**config.mk**
```make
export PLATFORM = sky130hd
export DESIGN_NAME = simulador_caixas
export DESIGN_NICKNAME = d
export VERILOG_FILES = /design/src/rtl/simulador_caixas.sv
export SDC_FILE = /design/constraint.sdc
export NUM_CORES = 1
export LEC_CHECK = 0
export BUFFER_PORTS_ARGS = -buffer_cell sky130_fd_sc_hd__buf_2
export CAP_MARGIN = 20
export CORE_MARGIN = 4
export CORE_UTILIZATION = 50
export DETAILED_ROUTE_END_ITERATION = 8
export GPL_TIMING_DRIVEN = 0
export PLACE_DENSITY = 0.75
export SYNTH_ARGS = -nofsm -noshare
export SYNTH_HDL_FRONTEND = slang
export SYNTH_SLANG_ARGS = --single-unit
```
**constraint.sdc**
```tcl
create_clock -name clk -period 2.2 [get_ports clk]
set_clock_uncertainty 0.05 [all_clocks]
set_input_delay 0.44 -clock clk [delete_from_list [all_inputs] [get_ports clk]]
set_output_delay 0.44 -clock clk [all_outputs]
set_load 0.005 [all_outputs]
```
**src/rtl/simulador_caixas.sv**
```systemverilog
// simulador_caixas: two-tank plant emulator with inverted-logic level sensors and sticky alarms.
// Define SIM_CONSUMO_EN to enable the periodic upper-tank consumption path.
module simulador_caixas #(
  parameter int TICK_DIV      = 25_000_000,
  parameter int CONSUMO_TICKS = 4
) (
  input  logic       clk,
  input  logic       reset_n,
  input  logic       bomba,
  input  logic       valvula,
  input  logic       carregar,
  input  logic [2:0] nivel_inf_in,
  input  logic [2:0] nivel_sup_in,
  output logic [4:0] sensores_inf,
  output logic [4:0] sensores_sup,
  output logic [2:0] nivel_inf,
  output logic [2:0] nivel_sup,
  output logic       tick,
  output logic       alarme_seca,
  output logic       alarme_transbordo
);

  localparam int               DIV_W    = (TICK_DIV > 1) ? $clog2(TICK_DIV) : 1;
  localparam logic [DIV_W-1:0] DIV_LAST = DIV_W'(TICK_DIV - 1);
  localparam logic [DIV_W-1:0] DIV_ONE  = DIV_W'(1);
  localparam logic [2:0]       LVL_MAX  = 3'd5;

  logic [DIV_W-1:0] div_r;
  logic [2:0]       inf_r;
  logic [2:0]       sup_r;
  logic             tick_r;
  logic             seca_r;
  logic             trans_r;

  logic             step_s;
  logic             xfer_s;
  logic             fill_s;
  logic             cons_s;
  logic             cons_due_s;
  logic             seca_set_s;
  logic             trans_set_s;
  logic [2:0]       inf_nxt_s;
  logic [2:0]       sup_nxt_s;

  function automatic logic [2:0] clamp_lvl(input logic [2:0] v);
    if (v > LVL_MAX) return LVL_MAX;
    else return v;
  endfunction

  // Sensor bit i reads 0 (wet) when the level is above i.
  function automatic logic [4:0] decode_lvl(input logic [2:0] lvl);
    logic [4:0] s;
    for (int i = 0; i < 5; i++) s[i] = (lvl <= 3'(i));
    return s;
  endfunction

  assign step_s = (div_r == DIV_LAST);

`ifdef SIM_CONSUMO_EN
  localparam int                CONS_W    = (CONSUMO_TICKS > 1) ? $clog2(CONSUMO_TICKS) : 1;
  localparam logic [CONS_W-1:0] CONS_LAST = CONS_W'(CONSUMO_TICKS - 1);
  localparam logic [CONS_W-1:0] CONS_ONE  = CONS_W'(1);

  logic [CONS_W-1:0] cons_cnt_r;

  assign cons_due_s = (cons_cnt_r == CONS_LAST);

  // Counts plant steps between one-level consumption events.
  always_ff @(posedge clk) begin
    if (!reset_n) begin
      cons_cnt_r <= {CONS_W{1'b0}};
    end else if (carregar) begin
      cons_cnt_r <= {CONS_W{1'b0}};
    end else if (step_s) begin
      cons_cnt_r <= cons_due_s ? {CONS_W{1'b0}} : cons_cnt_r + CONS_ONE;
    end else begin
      cons_cnt_r <= cons_cnt_r;
    end
  end
`else
  // CONSUMO_TICKS only matters when consumption is compiled in.
  assign cons_due_s = 1'b0 && (CONSUMO_TICKS > 0);
`endif

  // Next plant state from pre-step levels; the guards keep levels inside 0..5.
  always_comb begin
    xfer_s      = bomba & (inf_r != 3'd0) & (sup_r != LVL_MAX);
    fill_s      = valvula & ((inf_r != LVL_MAX) | xfer_s);
    cons_s      = cons_due_s & (sup_r != 3'd0);
    inf_nxt_s   = inf_r + {2'b00, fill_s} - {2'b00, xfer_s};
    sup_nxt_s   = sup_r + {2'b00, xfer_s} - {2'b00, cons_s};
    seca_set_s  = bomba & (inf_r == 3'd0);
    trans_set_s = (valvula & (inf_r == LVL_MAX) & ~xfer_s) | (bomba & (sup_r == LVL_MAX));
  end

  // Divider, levels, tick and sticky alarms; load has priority over a step.
  always_ff @(posedge clk) begin
    if (!reset_n) begin
      div_r   <= {DIV_W{1'b0}};
      inf_r   <= 3'd0;
      sup_r   <= 3'd0;
      tick_r  <= 1'b0;
      seca_r  <= 1'b0;
      trans_r <= 1'b0;
    end else if (carregar) begin
      div_r   <= {DIV_W{1'b0}};
      inf_r   <= clamp_lvl(nivel_inf_in);
      sup_r   <= clamp_lvl(nivel_sup_in);
      tick_r  <= 1'b0;
      seca_r  <= seca_r;
      trans_r <= trans_r;
    end else if (step_s) begin
      div_r   <= {DIV_W{1'b0}};
      inf_r   <= inf_nxt_s;
      sup_r   <= sup_nxt_s;
      tick_r  <= 1'b1;
      seca_r  <= seca_r | seca_set_s;
      trans_r <= trans_r | trans_set_s;
    end else begin
      div_r   <= div_r + DIV_ONE;
      inf_r   <= inf_r;
      sup_r   <= sup_r;
      tick_r  <= 1'b0;
      seca_r  <= seca_r;
      trans_r <= trans_r;
    end
  end

  assign sensores_inf      = decode_lvl(inf_r);
  assign sensores_sup      = decode_lvl(sup_r);
  assign nivel_inf         = inf_r;
  assign nivel_sup         = sup_r;
  assign tick              = tick_r;
  assign alarme_seca       = seca_r;
  assign alarme_transbordo = trans_r;

endmodule

```
==> impl_metrics.csv, run 1 <==
group,metric,value,unit
setup_path,path_buf_inv,1,
cells_and_area,layoutNonFillerInstCount,301,
clock_network,cts.clk_slew.worst_paths,0.07,ns
timing,fin_setup_tns,-0.0764,ns
cells_and_area,drive_above_1_share,0.296,
yosys,synth-edff-count,0,
setup_path,slowest_delay,0.41,ns
timing,hold_viol_final,0,
global_route,overflow,0,
setup_path,path_class,"reg -> reg",
pwr,p_switching,342,uW
timing,slew_headroom,0.706,
global_route,grt_pass1_vias,1580,
clock_network,clockBufferDepth,2,
pwr,clockPowerShare,0.410,
setup_path,crit_path_start_kind,"flip-flop",
timing,whs,0.439,ns
setup_path,timing.critical_path.from,"nivel_sup[1]$_SDFFE_PN0P_",
yosys,ys_ff_latch,34,
cells_and_area,multiInputGateArea,1200,um^2
clock_network,cts_sinks,34,
cells_and_area,fillers,312,
pwr,p_sw_frac,0.246,
clock_network,clkLatencyLatePin,0.29,ns
placed_design,dpl.cell_count,289,
timing,worst_pin_slew,0.438,ns
timing,max_freq,0.439,GHz
pwr,power_density,597,nW/um^2
setup_path,rr_endpoint,"nivel_inf[1]$_SDFFE_PN0P_",
setup_path,endpoint_kind,"flip-flop",
hold_path,min_path_type,"reg -> reg",
detailed_routing,wl,4.16,mm
detailed_routing,via_per_inst,5.80,
setup_path,critical_path_arrival,2.41,ns
timing,slew_violations,0,
yosys,ys_warn_count,0,
cells_and_area,ff_latch_area,697,um^2
cells_and_area,area_growth,23.4,%
pwr,power_frac_seq,0.464,
setup_path,required,2.33,ns
cells_and_area,fin_util,0.636,
hold_path,min_from,"div_r[0]$_SDFF_PP0_",
clock_network,cts.root.buffer_cell,"clkbuf_8",
detailed_routing,wire_per_inst,13.8,um
run_status,violations,"setup timing",
floorplan,core_area,3660,um^2
placed_design,globalplace.congestion,0.795,
timing,setup_viol,1,
global_route,grt_pass1_wl,7.10,mm
pwr,p_int,1050,uW
setup_path,critPathTopFamily,"adder cells",
setup_path,ff2ff_path_depth,9,
detailed_routing,num_vias,1746,
pwr,vdd_drop_max,0.000422,V
run,maxCapViolations,0,
yosys,synthArstFlopShare,0,
floorplan,die_y,69.5,um
hold_path,hold_depth,1,
timing,setup_ws,-0.0764,ns
detailed_routing,dr.pass1.iters,5,
timing,rsz0062_at_grt,"true",
run_status,status,"finished with violations",
detailed_routing,drc,0,
cells_and_area,layout_commonest_cell,"buf_2",
floorplan,die-area,4820,um^2
cells_and_area,final_cell_mix,"buf_2 (29), dfxtp_1 (27), a21oi_1 (17)",
setup_path,crit_slowest_cell,"fa_2",
cells_and_area,fin_nets,272,
yosys,syn_area,1890,um^2
cells_and_area,insertedDiodeCount,0,
detailed_routing,drt-initial-drc-count,98,
yosys,synth.distinct_cells,43,
timing,period_needed,2.28,ns
setup_path,r2r_setup_slack,-0.08,ns
placed_design,portBuffers,28,
floorplan,boundaryPins,30,
global_route,grt_max_degree,12,
floorplan,die_w,69.5,um
clock_network,cts_made_buffers,5,
placed_design,dpl.hpwl,2.89,mm
timing,finalCritPeriodShare,1.03,
pwr,p_leak,0.000848,uW
floorplan,start_util,0.516,
clock_network,cts_max_level,2,
pwr,combPwrFrac,0.126,
detailed_routing,ant_nets,0,
yosys,synthFlopType,"dfxtp_1",
clock_network,tritoncts,"built",
pwr,total_power,1390,uW
yosys,synth.avg_cell_area,8.86,um^2
setup_path,r2r-start,"nivel_sup[1]$_SDFFE_PN0P_",
yosys,synthCells,213,
floorplan,rows,22,
global_route,grt_antenna_before_repair,0,
setup_path,path_cells,"nand3b_1, and2_4, o21ai_2, ha_4, inv_4, ha_4, fa_2, nor2b_1, o311a_1",
global_route,track_usage,0.178,
setup_path,cp_max_fo,2,
yosys,yosysSeqAreaShare,0.361,
yosys,syn_nets,233,
hold_path,min_to,"div_r[0]$_SDFF_PP0_",
setup_path,cp.depth,9,
setup_path,crit_top_cell,"ha_4",
## worst max-delay path by stage
stage / end / slack (ns)
2_1_floorplan: nivel_inf[1]$_SDFFE_PN0P_ / -0.02
3_3_place_gp: nivel_inf[1]$_SDFFE_PN0P_ / -0.16
3_5_place_dp: nivel_inf[1]$_SDFFE_PN0P_ / -0.15
4_1_cts: nivel_inf[1]$_SDFFE_PN0P_ / -0.11
5_1_grt: nivel_inf[1]$_SDFFE_PN0P_ / -0.16
6_report: nivel_inf[1]$_SDFFE_PN0P_ / -0.08
## Yosys cell counts, types with 2 or more instances
master,instances,area [um^2]
nand4_1,5,31.3
or4_1,8,60.1
a31oi_1,3,18.8
or4_4,4,45.0
inv_1,11,41.3
buf_6,3,33.8
and4_1,3,26.3
and3_1,5,31.3
o311a_1,2,20.0
mux2i_1,3,30.0
o31ai_1,7,52.6
a21oi_1,17,85.1
nand3_1,11,55.1
or3_1,5,31.3
xnor2_1,6,52.6
nor2b_1,5,31.3
nand2_1,14,52.6
o21ai_0,11,55.1
a21oi_2,2,17.5
nor3_1,4,20.0
o211ai_1,3,22.5
ha_1,8,100
and2_1,2,12.5
nor2_1,13,48.8
dfxtp_1,34,681
xor2_1,5,43.8
clkbuf_1,3,11.3
## routing by layer
layer	part of all wire	global-route usage	vias up
li1	-	-	874
met1	0.46	0.231	801
met2	0.44	0.270	61
met3	0.077	0.0681	10
met4	0.020	0.0607	0
met5	0	0	-
## power by group through the flow
stage / combinational, uW / sequential [uW] / clock [uW]
2_1_floorplan: 90.9 / 656 / 0
3_3_place_gp: 144 / 658 / 0
3_5_place_dp: 145 / 659 / 0
4_1_cts: 151 / 644 / 574
5_1_grt: 197 / 648 / 602
6_report: 175 / 646 / 570
## registers in the layout, indices dropped and copies added, names as in the netlist
register / cells
div_r: 25
nivel_inf: 3
nivel_sup: 3
tick: 1
alarme_transbordo: 1
alarme_seca: 1
## repair_timing
action / CTS / global route
endpoints found under the setup margin: 8 / 8
resized for setup: 4 / 14
hold buffers: 0 / 0
pin swaps: 3 / 3
setup buffers: 3 / 1
cloned: 0 / 0
## metrics by stage
stage	worst slack [ns]	cell area, um^2
after floorplan	-0.0179	1910
after global placement	-0.155	2110
after detailed placement	-0.154	2110
after CTS	-0.112	2250
after global routing	-0.164	2330
final	-0.0764	2330
## kinds of logic (layout without fill, tap and decap cells)
logic type	count (synthesis)	in the layout	share of synthesized area
simple gates	88	88	0.288
compound gates	50	50	0.173
fa+ha+maj	9	9	0.0636
mux	3	3	0.0159
buf+inv	18	58	0.0484
flops	34	34	0.361
xor+xnor	11	11	0.0510
## final cells by class
class                   count  share of cell area
repair buffers             32              0.0730
plain buffers               7              0.0215
well taps                  48              0.0258
flip-flops and latches     34               0.299
clock inverters             3              0.0172
clock buffers               5              0.0295
inverters                  11              0.0188
multi-input cells         161               0.515
## worst reg2reg max path, delay by kind of cell, from the launching register on
family                   cells  cell delay (ns)
AND/OR/NAND/NOR              3             0.49
buffers and inverters        1             0.05
AO/OA/AOI/OAI                2             0.47
adder cells (fa/ha/maj)      3             0.76
flip-flops                   1             0.34
Note: power is estimated with default switching activity, not from simulation.
==> run 2: changes to the inputs <==
Settings changed: CORE_MARGIN 4 to not set.
==> impl_metrics.csv, run 2 (synthesis gave the netlist of run 1 again) <==
group,metric,value,unit
run_status,status,"finished with violations",
run_status,violations,"setup timing",
clock_network,clkLatencyLatePin,0.29,ns
setup_path,path_class,"reg -> reg",
pwr,p_leak,0.000872,uW
clock_network,cts.root.buffer_cell,"clkbuf_8",
setup_path,endpoint_kind,"flip-flop",
cells_and_area,insertedDiodeCount,0,
clock_network,postCtsHoldBufs,0,
placed_design,portBuffers,28,
global_route,grt_pass1_vias,1546,
timing,hold_viol_final,0,
hold_path,min_from,"div_r[0]$_SDFF_PP0_",
hold_path,hold_depth,1,
placed_design,placed_area,2110,um^2
cells_and_area,fin_nets,275,
timing,setup_ws,-0.158,ns
cells_and_area,regMostFlops,"div_r",
timing,finalCritPeriodShare,1.07,
timing,worst_pin_slew,0.529,ns
global_route,grt_antenna_before_repair,0,
setup_path,critical_path_arrival,2.48,ns
detailed_routing,wl,4.15,mm
cells_and_area,largest_reg_flops,25,
clock_network,cts.clk_slew.worst_paths,0.07,ns
detailed_routing,dr.pass1.iters,4,
clock_network,cts_max_level,2,
hold_path,min_to,"div_r[0]$_SDFF_PP0_",
floorplan,boundaryPins,30,
detailed_routing,num_vias,1708,
detailed_routing,drc,0,
cells_and_area,drive_above_1_share,0.313,
placed_design,globalplace.congestion,0.781,
global_route,grt_max_degree,11,
cells_and_area,final_area,2380,um^2
detailed_routing,via_per_inst,5.66,
timing,slew_headroom,0.648,
hold_path,min_path_type,"reg -> reg",
floorplan,die_y,63.5,um
floorplan,start_util,0.544,
timing,setup_viol,2,
global_route,grt_pass1_wl,6.95,mm
clock_network,cts_made_buffers,5,
setup_path,r2r-start,"nivel_sup[1]$_SDFFE_PN0P_",
pwr,total_power,1370,uW
global_route,overflow,0,
setup_path,r2r_setup_slack,-0.16,ns
floorplan,die-area,4030,um^2
clock_network,cts_sinks,34,
timing,slew_violations,0,
timing,period_needed,2.36,ns
floorplan,core_area,3470,um^2
floorplan,rows,21,
clock_network,clockBufferDepth,2,
clock_network,tritoncts,"built",
setup_path,cp_max_fo,2,
timing,max_freq,0.424,GHz
cells_and_area,final_cell_mix,"buf_2 (29), dfxtp_1 (26), a21oi_1 (17)",
timing,rsz0062_at_grt,"true",
global_route,track_usage,0.220,
detailed_routing,drt-initial-drc-count,99,
setup_path,ff2ff_path_depth,9,
pwr,vdd_drop_max,0.000389,V
run,maxCapViolations,0,
setup_path,crit_path_start_kind,"flip-flop",
pwr,power_density,575,nW/um^2
cells_and_area,area_growth,26.0,%
setup_path,required,2.32,ns
cells_and_area,fillers,285,
cells_and_area,layout_commonest_cell,"buf_2",
setup_path,rr_endpoint,"nivel_inf[1]$_SDFFE_PN0P_",
placed_design,dpl.hpwl,2.77,mm
floorplan,die_w,63.5,um
detailed_routing,ant_nets,0,
detailed_routing,wire_per_inst,13.7,um
-- run 2: cell types whose count changed in the layout (fill, tap and decap cells not counted), sizes merged --
cell / previous run / this run
buf: 36 / 39
clkinv: 2 / 0
clkbuf: 8 / 11
bufinv: 1 / 0
-- run 2: layout make-up --
type | instances | area, um^2 | share of cell area
repair buffers | 35 | 204 | 0.0857
flip-flops and latches | 34 | 696 | 0.292
multi-input cells | 161 | 1220 | 0.513
inverters | 11 | 41.3 | 0.0174
plain buffers | 7 | 50.0 | 0.0210
clock buffers | 8 | 110 | 0.0463
well taps | 46 | 57.6 | 0.0242
-- run 2: power breakdown --
group | switching (uW) | total, uW | internal (uW)
sequential | 20.2 | 647 | 627
clock | 218 | 534 | 316
combinational | 89.2 | 187 | 97.8
total | 328 | 1370 | 1040
-- run 2: worst max-delay path: stages, from the launching register on --
cell and delay [ns]:
dfxtp_4 0.34, nand3b_1 0.21, and2_4 0.21, nor2b_4 0.13, ha_4 0.27, inv_2 0.03
ha_4 0.14, fa_2 0.41, nor2b_4 0.14, o311a_1 0.30
-- run 2: stage by stage --
stage                     setup slack [ns]  hold slack, ns  setup TNS [ns]  utilization  cells
after CTS                           -0.167           0.399          -0.271        0.644    296
after global routing                -0.203           0.454          -0.509        0.686    302
after detailed placement            -0.166           0.420          -0.303        0.609    287
after floorplan                    -0.0179           0.391         -0.0179            -    213
final                               -0.158           0.429          -0.193        0.686    302
after global placement              -0.171           0.412          -0.316        0.609    287
-- run 2: per-layer routing --
layer  track usage  part of all wire  up-vias
li1              -                 -      874
met1         0.262              0.47      781
met2         0.371              0.47       48
met3        0.0562             0.047        5
met4        0.0938             0.016        0
met5             0                 0        -
-- run 2: repair_timing --
item                       4_1_cts  5_1_grt
buffers inserted                 1        4
resized for setup                3       24
pin swaps                        3        2
setup endpoints to repair        3       24
cloned                           0        2
-- run 2: worst max-delay path by stage --
stage                                    startpoint                   endpoint  cells past startpoint  slack [ns]
after floorplan           nivel_sup[1]$_SDFFE_PN0P_  nivel_inf[1]$_SDFFE_PN0P_                      9       -0.02
after global placement                        bomba  nivel_inf[1]$_SDFFE_PN0P_                      9       -0.17
after detailed placement                      bomba  nivel_inf[1]$_SDFFE_PN0P_                      9       -0.17
after CTS                 nivel_sup[1]$_SDFFE_PN0P_  nivel_inf[1]$_SDFFE_PN0P_                      9       -0.17
after global routing      nivel_inf[0]$_SDFFE_PN0P_  nivel_inf[1]$_SDFFE_PN0P_                      9       -0.20
final                     nivel_sup[1]$_SDFFE_PN0P_  nivel_inf[1]$_SDFFE_PN0P_                      9       -0.16
==> run 3: changes to the inputs <==
Settings changed: ABC_AREA set to 1, CORE_UTILIZATION 50 to 51, PLACE_DENSITY 0.75 to 0.76.
==> impl_metrics.csv, run 3 <==
group,metric,value,unit
clock_network,cts_max_level,2,
global_route,grt_max_degree,11,
pwr,power_frac_seq,0.497,
detailed_routing,via_per_inst,4.93,
pwr,p_int,934,uW
timing,finalCritPeriodShare,0.959,
yosys,ys_ff_latch,34,
floorplan,start_util,0.530,
placed_design,dpl.hpwl,3.02,mm
timing,max_freq,0.474,GHz
hold_path,min_path_type,"in -> reg",
timing,setup_ws,0.0910,ns
detailed_routing,drt-initial-drc-count,95,
clock_network,cts_sinks,34,
yosys,synth.distinct_cells,31,
detailed_routing,num_vias,1858,
timing,fin_setup_tns,0,ns
global_route,grt_pass1_vias,1722,
detailed_routing,drc,0,
clock_network,cts.clk_slew.worst_paths,0.07,ns
yosys,synthTopCellsByArea,"dfxtp_1 (35%), nand2_1 (15%), nor2_1 (12%)",
yosys,synth_top_area_cell,"dfxtp_1",
cells_and_area,final_cell_mix,"nand2_1 (78), nor2_1 (59), buf_2 (29), dfxtp_1 (29), inv_1 (19)",
placed_design,portBuffers,28,
global_route,track_usage,0.239,
yosys,synthTopCellsByCount,"nand2_1 (80), nor2_1 (61), dfxtp_1 (34), inv_1 (22), a21oi_1 (15)",
cells_and_area,layout_commonest_cell,"nand2_1",
timing,worst_pin_slew,0.372,ns
pwr,p_sw_frac,0.267,
pwr,power_density,542,nW/um^2
setup_path,cp_max_fo,3,
yosys,syn_area,1940,um^2
global_route,overflow,0,
yosys,yosysMostFrequentCell,"nand2_1",
setup_path,required,2.37,ns
cells_and_area,fillers,350,
pwr,clockPowerShare,0.344,
timing,setup_viol,0,
floorplan,core_area,3660,um^2
floorplan,die_y,63.7,um
yosys,synth-edff-count,0,
timing,slew_violations,0,
pwr,p_leak,0.000890,uW
setup_path,critical_path_arrival,2.28,ns
timing,slew_headroom,0.750,
setup_path,timing.critical_path.from,"nivel_sup[1]$_SDFFE_PN0P_",
hold_path,min_from,"bomba",
yosys,synthArstFlopShare,0,
pwr,combPwrFrac,0.159,
placed_design,globalplace.congestion,0.879,
yosys,synthCells,284,
cells_and_area,area_growth,21.2,%
global_route,grt_pass1_wl,7.49,mm
floorplan,rows,22,
timing,hold_viol_final,0,
yosys,synth_top_area_share,0.351,
placed_design,dp_slack,-0.130,ns
cells_and_area,fin_nets,349,
yosys,ys_warn_count,0,
timing,period_needed,2.11,ns
detailed_routing,dr.pass1.iters,4,
clock_network,cts.root.buffer_cell,"clkbuf_8",
clock_network,clkLatencyLatePin,0.29,ns
placed_design,dpl.cell_count,360,
pwr,p_switching,340,uW
run_status,status,"complete, no violations",
setup_path,r2r-start,"nivel_sup[1]$_SDFFE_PN0P_",
cells_and_area,insertedDiodeCount,0,
floorplan,boundaryPins,30,
clock_network,clockBufferDepth,2,
floorplan,die_w,63.7,um
setup_path,path_class,"reg -> reg",
cells_and_area,regMostFlops,"div_r",
setup_path,endpoint_kind,"flip-flop",
run,maxCapViolations,0,
clock_network,cts_made_buffers,5,
timing,whs,0.386,ns
detailed_routing,wl,4.27,mm
cells_and_area,largest_reg_flops,25,
yosys,synth.avg_cell_area,6.83,um^2
detailed_routing,wire_per_inst,11.3,um
clock_network,tritoncts,"built",
detailed_routing,ant_nets,0,
floorplan,die-area,4050,um^2
timing,rsz0062_at_grt,"true",
cells_and_area,drive_above_1_share,0.237,
global_route,grt_antenna_before_repair,0,
setup_path,crit_path_start_kind,"flip-flop",
yosys,yosysSeqAreaShare,0.351,
yosys,syn_nets,304,
yosys,synthFlopType,"dfxtp_1",
cells_and_area,layoutNonFillerInstCount,377,
pwr,vdd_drop_max,0.000392,V
==> run 3: per-layer routing <==
layer | up-vias | track usage | wire length [um]
li1 | 988 | - | -
met4 | 0 | 0.116 | 93
met3 | 9 | 0.0453 | 148
met2 | 33 | 0.395 | 1980
met5 | - | 0 | 0
met1 | 828 | 0.296 | 2050
==> run 3: logic make-up after synthesis <==
logic type	share of synthesized area
compound gates	0.0729
xor+xnor	0.0632
fa+ha+maj	0.0619
buf+inv	0.0652
flops	0.351
simple gates	0.386
==> run 3: stage by stage <==
stage / area, um^2 / utilization / power [uW]
6_report: 2350 / 0.642 / 1270
5_1_grt: 2350 / 0.642 / 1340
4_1_cts: 2330 / 0.636 / 1270
3_5_place_dp: 2160 / 0.589 / 802
3_3_place_gp: 2160 / 0.589 / 801
2_1_floorplan: 1960 / - / 747
==> run 3: final timing paths <==
check	endpoint	slack [ns]	cells past startpoint
min reg2reg	alarme_transbordo$_SDFFE_PN0P_	0.40	2
min	alarme_seca$_SDFFE_PN0P_	0.39	3
max reg2reg	nivel_inf[2]$_SDFFE_PN0P_	0.09	12
max	nivel_inf[2]$_SDFFE_PN0P_	0.09	12
==> run 3: timing repair <==
item / 4_1_cts / 5_1_grt
gates resized for setup: 15 / 7
pin swaps: 9 / 10
hold buffers: 0 / 0
endpoints found under the setup margin: 2 / 2
setup buffers: 10 / 1
==> run 3: power groups by stage <==
stage          logic [uW]  clock network (uW)  registers [uW]
6_report              202                 438             633
3_5_place_dp          147                   0             655
2_1_floorplan        93.9                   0             653
5_1_grt               227                 476             634
3_3_place_gp          146                   0             655
4_1_cts               190                 449             632
==> run 3: cell type report <==
type                            instances  area (um^2)  share of cell area
Multi-Input combinational cell        222         1160               0.495
Sequential cell                        34          699               0.297
Timing Repair Buffer                   39          223              0.0947
Inverter                               24         93.8              0.0399
Clock buffer                            5         68.8              0.0293
Tap cell                               48         60.1              0.0255
Buffer                                  3         31.3              0.0133
Clock inverter                          2         10.0             0.00426
==> run 3: worst max-delay path: stages, from the launching register on <==
cell and delay (ns):
dfxtp_4 0.34, nand3b_1 0.13, nand2_2 0.08, nor2_4 0.14
o21ai_2 0.06, ha_1 0.26, inv_1 0.04, ha_2 0.16
fa_2 0.33, xor2_1 0.14, o21ai_1 0.13, nand3_1 0.09
o21ai_1 0.08
